File: src/rtl/restoring_div64x32.sv
// Iterative radix-2 restoring divider: 2W-bit unsigned dividend / W-bit divisor -> W-bit quotient + remainder.
// Latency: done pulses in the cycle after accept edge + W (normal) or after the accept edge (divide-by-zero / overflow).
// Backpressure: do_i is accepted only in IDLE; a request while busy is dropped and must be held or re-issued.
//
// Ports:
//   clk, reset           clock; synchronous active-high reset
//   dividend_i, divisor_i operands, sampled only on the accepting edge
//   do_i                 start request
//   quotient_o, remainder_o registered results, held until the next completion
//   busy_o               high while iterating
//   done_o               single-cycle completion pulse
//   div_by_zero_o, overflow_o result flags, valid with done_o and held likewise
module restoring_div64x32 #(
    parameter int W = 32
) (
    input  logic           clk,
    input  logic           reset,
    input  logic [2*W-1:0] dividend_i,
    input  logic [W-1:0]   divisor_i,
    input  logic           do_i,
    output logic [W-1:0]   quotient_o,
    output logic [W-1:0]   remainder_o,
    output logic           busy_o,
    output logic           done_o,
    output logic           div_by_zero_o,
    output logic           overflow_o
);

    localparam int CW = $clog2(W) + 1;

    typedef enum logic {IDLE, RUN} state_t;

    state_t         state_q, state_d;
    // Partial remainder. The W+1-th bit of R is always zero because R<D
    // holds after every step, so only W bits are stored.
    logic [W-1:0]   r_q, r_d;
    logic [W-1:0]   q_q, q_d;
    logic [W-1:0]   d_q, d_d;
    logic [CW-1:0]  cnt_q, cnt_d;
    logic [W-1:0]   quotient_q, quotient_d;
    logic [W-1:0]   remainder_q, remainder_d;
    logic           done_q, done_d;
    logic           dbz_q, dbz_d;
    logic           ovf_q, ovf_d;

    // One restoring step: shift the next dividend bit into R and try a subtract.
    logic [W:0]     trial;
    logic           qbit;
    logic [W-1:0]   r_step;
    logic [W-1:0]   q_step;

    always_comb begin
        trial = {r_q, q_q[W-1]};
        qbit  = (trial >= {1'b0, d_q});
        // When the subtract succeeds the difference is < D, so its low W bits are exact.
        r_step = qbit ? (trial[W-1:0] - d_q) : trial[W-1:0];
        q_step = {q_q[W-2:0], qbit};
    end

    always_comb begin
        state_d     = state_q;
        r_d         = r_q;
        q_d         = q_q;
        d_d         = d_q;
        cnt_d       = cnt_q;
        quotient_d  = quotient_q;
        remainder_d = remainder_q;
        done_d      = 1'b0;
        dbz_d       = dbz_q;
        ovf_d       = ovf_q;

        case (state_q)
            IDLE: begin
                if (do_i) begin
                    d_d = divisor_i;
                    if (divisor_i == '0) begin
                        done_d      = 1'b1;
                        dbz_d       = 1'b1;
                        ovf_d       = 1'b0;
                        quotient_d  = '1;
                        remainder_d = dividend_i[W-1:0];
                    end else if (dividend_i[2*W-1:W] >= divisor_i) begin
                        // Quotient would need more than W bits.
                        done_d      = 1'b1;
                        ovf_d       = 1'b1;
                        dbz_d       = 1'b0;
                        quotient_d  = '1;
                        remainder_d = '0;
                    end else begin
                        r_d     = dividend_i[2*W-1:W];
                        q_d     = dividend_i[W-1:0];
                        cnt_d   = '0;
                        state_d = RUN;
                    end
                end
            end
            RUN: begin
                r_d   = r_step;
                q_d   = q_step;
                cnt_d = cnt_q + CW'(1);
                if (cnt_q == CW'(W - 1)) begin
                    quotient_d  = q_step;
                    remainder_d = r_step;
                    dbz_d       = 1'b0;
                    ovf_d       = 1'b0;
                    done_d      = 1'b1;
                    state_d     = IDLE;
                end
            end
            default: state_d = IDLE;
        endcase
    end

    always_ff @(posedge clk) begin
        if (reset) begin
            state_q     <= IDLE;
            r_q         <= '0;
            q_q         <= '0;
            d_q         <= '0;
            cnt_q       <= '0;
            quotient_q  <= '0;
            remainder_q <= '0;
            done_q      <= 1'b0;
            dbz_q       <= 1'b0;
            ovf_q       <= 1'b0;
        end else begin
            state_q     <= state_d;
            r_q         <= r_d;
            q_q         <= q_d;
            d_q         <= d_d;
            cnt_q       <= cnt_d;
            quotient_q  <= quotient_d;
            remainder_q <= remainder_d;
            done_q      <= done_d;
            dbz_q       <= dbz_d;
            ovf_q       <= ovf_d;
        end
    end

    assign quotient_o    = quotient_q;
    assign remainder_o   = remainder_q;
    assign busy_o        = (state_q == RUN);
    assign done_o        = done_q;
    assign div_by_zero_o = dbz_q;
    assign overflow_o    = ovf_q;

endmodule
File: config.mk
export PLATFORM = sky130hd
export DESIGN_NAME = restoring_div64x32
export DESIGN_NICKNAME = d
export VERILOG_FILES = /design/src/rtl/restoring_div64x32.sv
export SDC_FILE = /design/constraint.sdc
export NUM_CORES = 1
export LEC_CHECK = 0
export ABC_AREA = 1
export CAP_MARGIN = 20
export CELL_PAD_IN_SITES_DETAIL_PLACEMENT = 1
export CELL_PAD_IN_SITES_GLOBAL_PLACEMENT = 1
export CORE_UTILIZATION = 39
export DETAILED_ROUTE_END_ITERATION = 7
export GPL_TIMING_DRIVEN = 1
export HOLD_SLACK_MARGIN = 0.08
export PLACE_DENSITY = 0.84
export SYNTH_ARGS = -nofsm -noshare
export SYNTH_HDL_FRONTEND = slang
export SYNTH_SLANG_ARGS = --single-unit
export TNS_END_PERCENT = 50
File: constraint.sdc
create_clock -name clk -period 2.5 [get_ports clk]
set_clock_uncertainty 0.1 [all_clocks]
set_input_delay 0.625 -clock clk [delete_from_list [all_inputs] [get_ports clk]]
set_output_delay 0.625 -clock clk [all_outputs]
set_load 0.03 [all_outputs]
==> flow_metrics.py <==
metrics = {
    "detailed_routing": {
        "drt-initial-drc-count": 1741,
        "wire_per_inst_um": 27.1,
        "wirelength_um": 75500,
        "drt_first_pass_iters": 8,
        "vias": 16800,
        "ant_nets": 0,
        "viasPerCell": 6.02,
        "drcViolationCount": 11,
    },
    "sta": {
        "min_period_ns": 3.33,
        "rsz0062_at_grt": "true",
        "max_slew_margin_pct": 33.4,
        "timing.fmax_ghz": 0.300,
        "tightest_slew_ns": 0.996,
        "final-hold-violation-count": 0,
        "setup-violations-final": 94,
        "fin_crit_sh_pct": 133,
        "finalMaxSlewViolations": 0,
        "fin_ws_ns": -0.834,
    },
    "yosys": {
        "syn_inst": 2062,
        "synth-xor-area-share_pct": 1.14,
        "async_reset_ff_share_pct": 0,
        "yosysWarnings": 0,
        "yosys.area_share.simple_pct": 40.9,
        "synth_edf_count": 0,
        "syn_area_um2": 12300,
        "yosys.cell_types.count": 38,
        "synth_top_family_by_area": "simple AND/OR/NAND/NOR gates",
        "synth_compound_area_share_pct": 7.81,
        "synth_fa_ha_area_share_pct": 6.76,
        "muxShareOfSynthArea_pct": 0,
        "syn-num-nets": 2227,
        "syn_avg_cell_area_um2": 5.98,
        "yosys_register_bits": 170,
        "ys_seq_area_share_pct": 27.6,
        "synth_flop_cell": "dfxtp_1",
    },
    "floorplanning": {
        "die_x_um": 180,
        "core-area_um2": 30800,
        "fp.dieH_um": 180,
        "start_util_pct": 40.0,
        "dieArea_um2": 32300,
        "io_pins": 167,
        "rows": 64,
    },
    "worst_setup_path": {
        "worst_path_most_repeated_cell": "nand2_1",
        "cpMaxStageDelayCell": "xor2_1",
        "crit_required_ns": 2.81,
        "crit_fanout": 4,
        "critPathLaunchType": "register",
        "regToRegStartpoint": "d_q[3]$_SDFFE_PP0P_",
        "critPathArrivalTime_ns": 3.65,
        "worst-setup-path-type": "reg2reg",
        "crit_start": "d_q[3]$_SDFFE_PP0P_",
        "slowest_delay_ns": 0.80,
        "r2r_slack_ns": -0.83,
        "worst_setup_path_end_kind": "register",
        "cp_cell_sequence": "inv_1, ha_4, nand2_4, nor2_4, nand2_1, nand3_1, nand2_1, nand2_1, xor2_1, nand3_2, nand3_2, nor2_2, nor2_1",
    },
    "final_layout": {
        "layout_commonest_cell": "nand2_1",
        "final_area_um2": 18500,
        "final_cell_mix": "nand2_1, inv_1, nor2_1, buf_4, dfxtp_1",
        "diodes": 0,
        "layout-drive-gt1-share_pct": 31.8,
        "final_nets": 2543,
        "syn2layout_area_growth_pct": 50.2,
    },
    "global_routing": {
        "grt_pass1_wl_um": 89300,
        "track_usage_pct": 35.1,
        "grt_max_degree": 57,
        "grt_pass1_vias": 16500,
        "overflow": 0,
        "antenna_found_initial": 1,
    },
    "hold_path": {
        "min_path_type": "in2reg",
        "hp-start": "divisor_i[15]",
    },
    "power": {
        "p_leak_uw": 0.00926,
        "power_density_nw_per_um2": 726,
        "max-vdd-ir-drop_mv": 0.544,
    },
    "place": {
        "placed_cell_area_um2": 15400,
        "place_ws_ns": -1.02,
        "port_buffers": 166,
        "gp_congestion": 0.935,
        "dp_hpwl_um": 38000,
    },
    "clock_network": {
        "clk-insertion-delay-late_ns": 0.48,
        "htreeDepth": 4,
        "cts_buffers": 17,
        "cts_tree": "done",
        "ctsRootBufferMaster": "clkbuf_16",
        "clock-sinks": 170,
        "clk_pin_slew_ns": 0.08,
        "clockBufferDepth": 2,
    },
    "status": {
        "status": "finished with violations",
        "violations": "design-rule violations, negative setup slack",
    },
    "run": {
        "max-cap-violations": 0,
    },
}
==> metal layers <==
layer	GRT usage, %	vias to the layer above	wire length [um]
li1	-	7008	-
met1	39.3	8014	26100
met2	62.2	1247	34300
met3	4.23	520	7220
met4	24.2	2	7830
met5	0	-	8
==> flip-flops by register name, summed over array words and instances, names as in the netlist <==
signal	cells
d_q	32
q_q	32
quotient_o	32
r_q	32
remainder_o	32
cnt_q	6
busy_o	1
div_by_zero_o	1
done_o	1
overflow_o	1
==> critical path: cells and delay by family (launching register included) <==
kind	cells	cell delay, ns
and+or+nand+nor	10	1.43
DFF	1	0.35
xor gates and xnor gates	1	0.80
buffers and inverters	1	0.15
adders and majority gates	1	0.42
==> Yosys cell counts (10+ instances only) <==
master	instances	area share [%]
a21oi_1	98	4.0
buf_1	14	0.43
buf_2	26	1.1
clkbuf_1	41	1.2
dfxtp_1	170	28
ha_1	65	6.6
inv_1	382	12
nand2_1	550	17
nand3_1	155	6.3
nand3_2	31	2.5
nand4_1	76	3.9
nor2_1	289	8.8
nor3_1	10	0.41
o21ai_0	55	2.2
o21bai_1	15	0.91
xor2_1	15	1.1
==> per-stage QoR <==
stage / hold slack, ns / setup TNS, ns / util [%] / power, uW / cells
after floorplan: 0.349 / 0 / - / 6290 / 2062
after global placement: 0.347 / -120.03 / 50.0 / 8020 / 2681
after detailed placement: 0.354 / -132.46 / 50.0 / 8200 / 2681
after CTS: 0.375 / -0.0594 / 55.2 / 11400 / 2742
after global routing: 0.363 / -22.24 / 60.1 / 13800 / 2787
final: 0.327 / -17.19 / 60.1 / 13500 / 2787
==> logic make-up after synthesis <==
family                     after synthesis
and+or+nand+nor                       1147
adders and majority gates               66
buffers and inverters                  485
xor gates and xnor gates                16
AOI/OAI and AO/OA                      178
DFF                                    170
==> final cells by class <==
| type | count | area, um2 |
|---|---|---|
| Fill cell | 3963 | 12300 |
| Multi-Input combinational cell | 1408 | 8850 |
| Sequential cell | 170 | 3460 |
| Clock buffer | 21 | 472 |
| Tap cell | 396 | 495 |
| Clock inverter | 11 | 86.3 |
| Inverter | 390 | 1480 |
| Timing Repair Buffer | 391 | 3680 |
==> final timing paths <==
kind / end / cells past startpoint
max: remainder_o[13]$_SDFFE_PP0P_ / 13
min: d_q[15]$_SDFFE_PP0P_ / 3
max reg2reg: remainder_o[13]$_SDFFE_PP0P_ / 13
min reg2reg: quotient_o[29]$_SDFFE_PP0P_ / 2
==> power by group <==
part	switching, uW	internal [uW]
Combinational	4550	2730
Clock	1450	1370
Sequential	329	3020
==> what timing repair did <==
item / in CTS / in global routing
gates resized for setup: 234 / 469
endpoints found under the setup margin: 138 / 137
gates cloned: 6 / 12
setup buffers: 23 / 37
pin swaps: 34 / 150
hold buffers: 0 / 0
No activity file was read; power rests on OpenSTA's default activity.
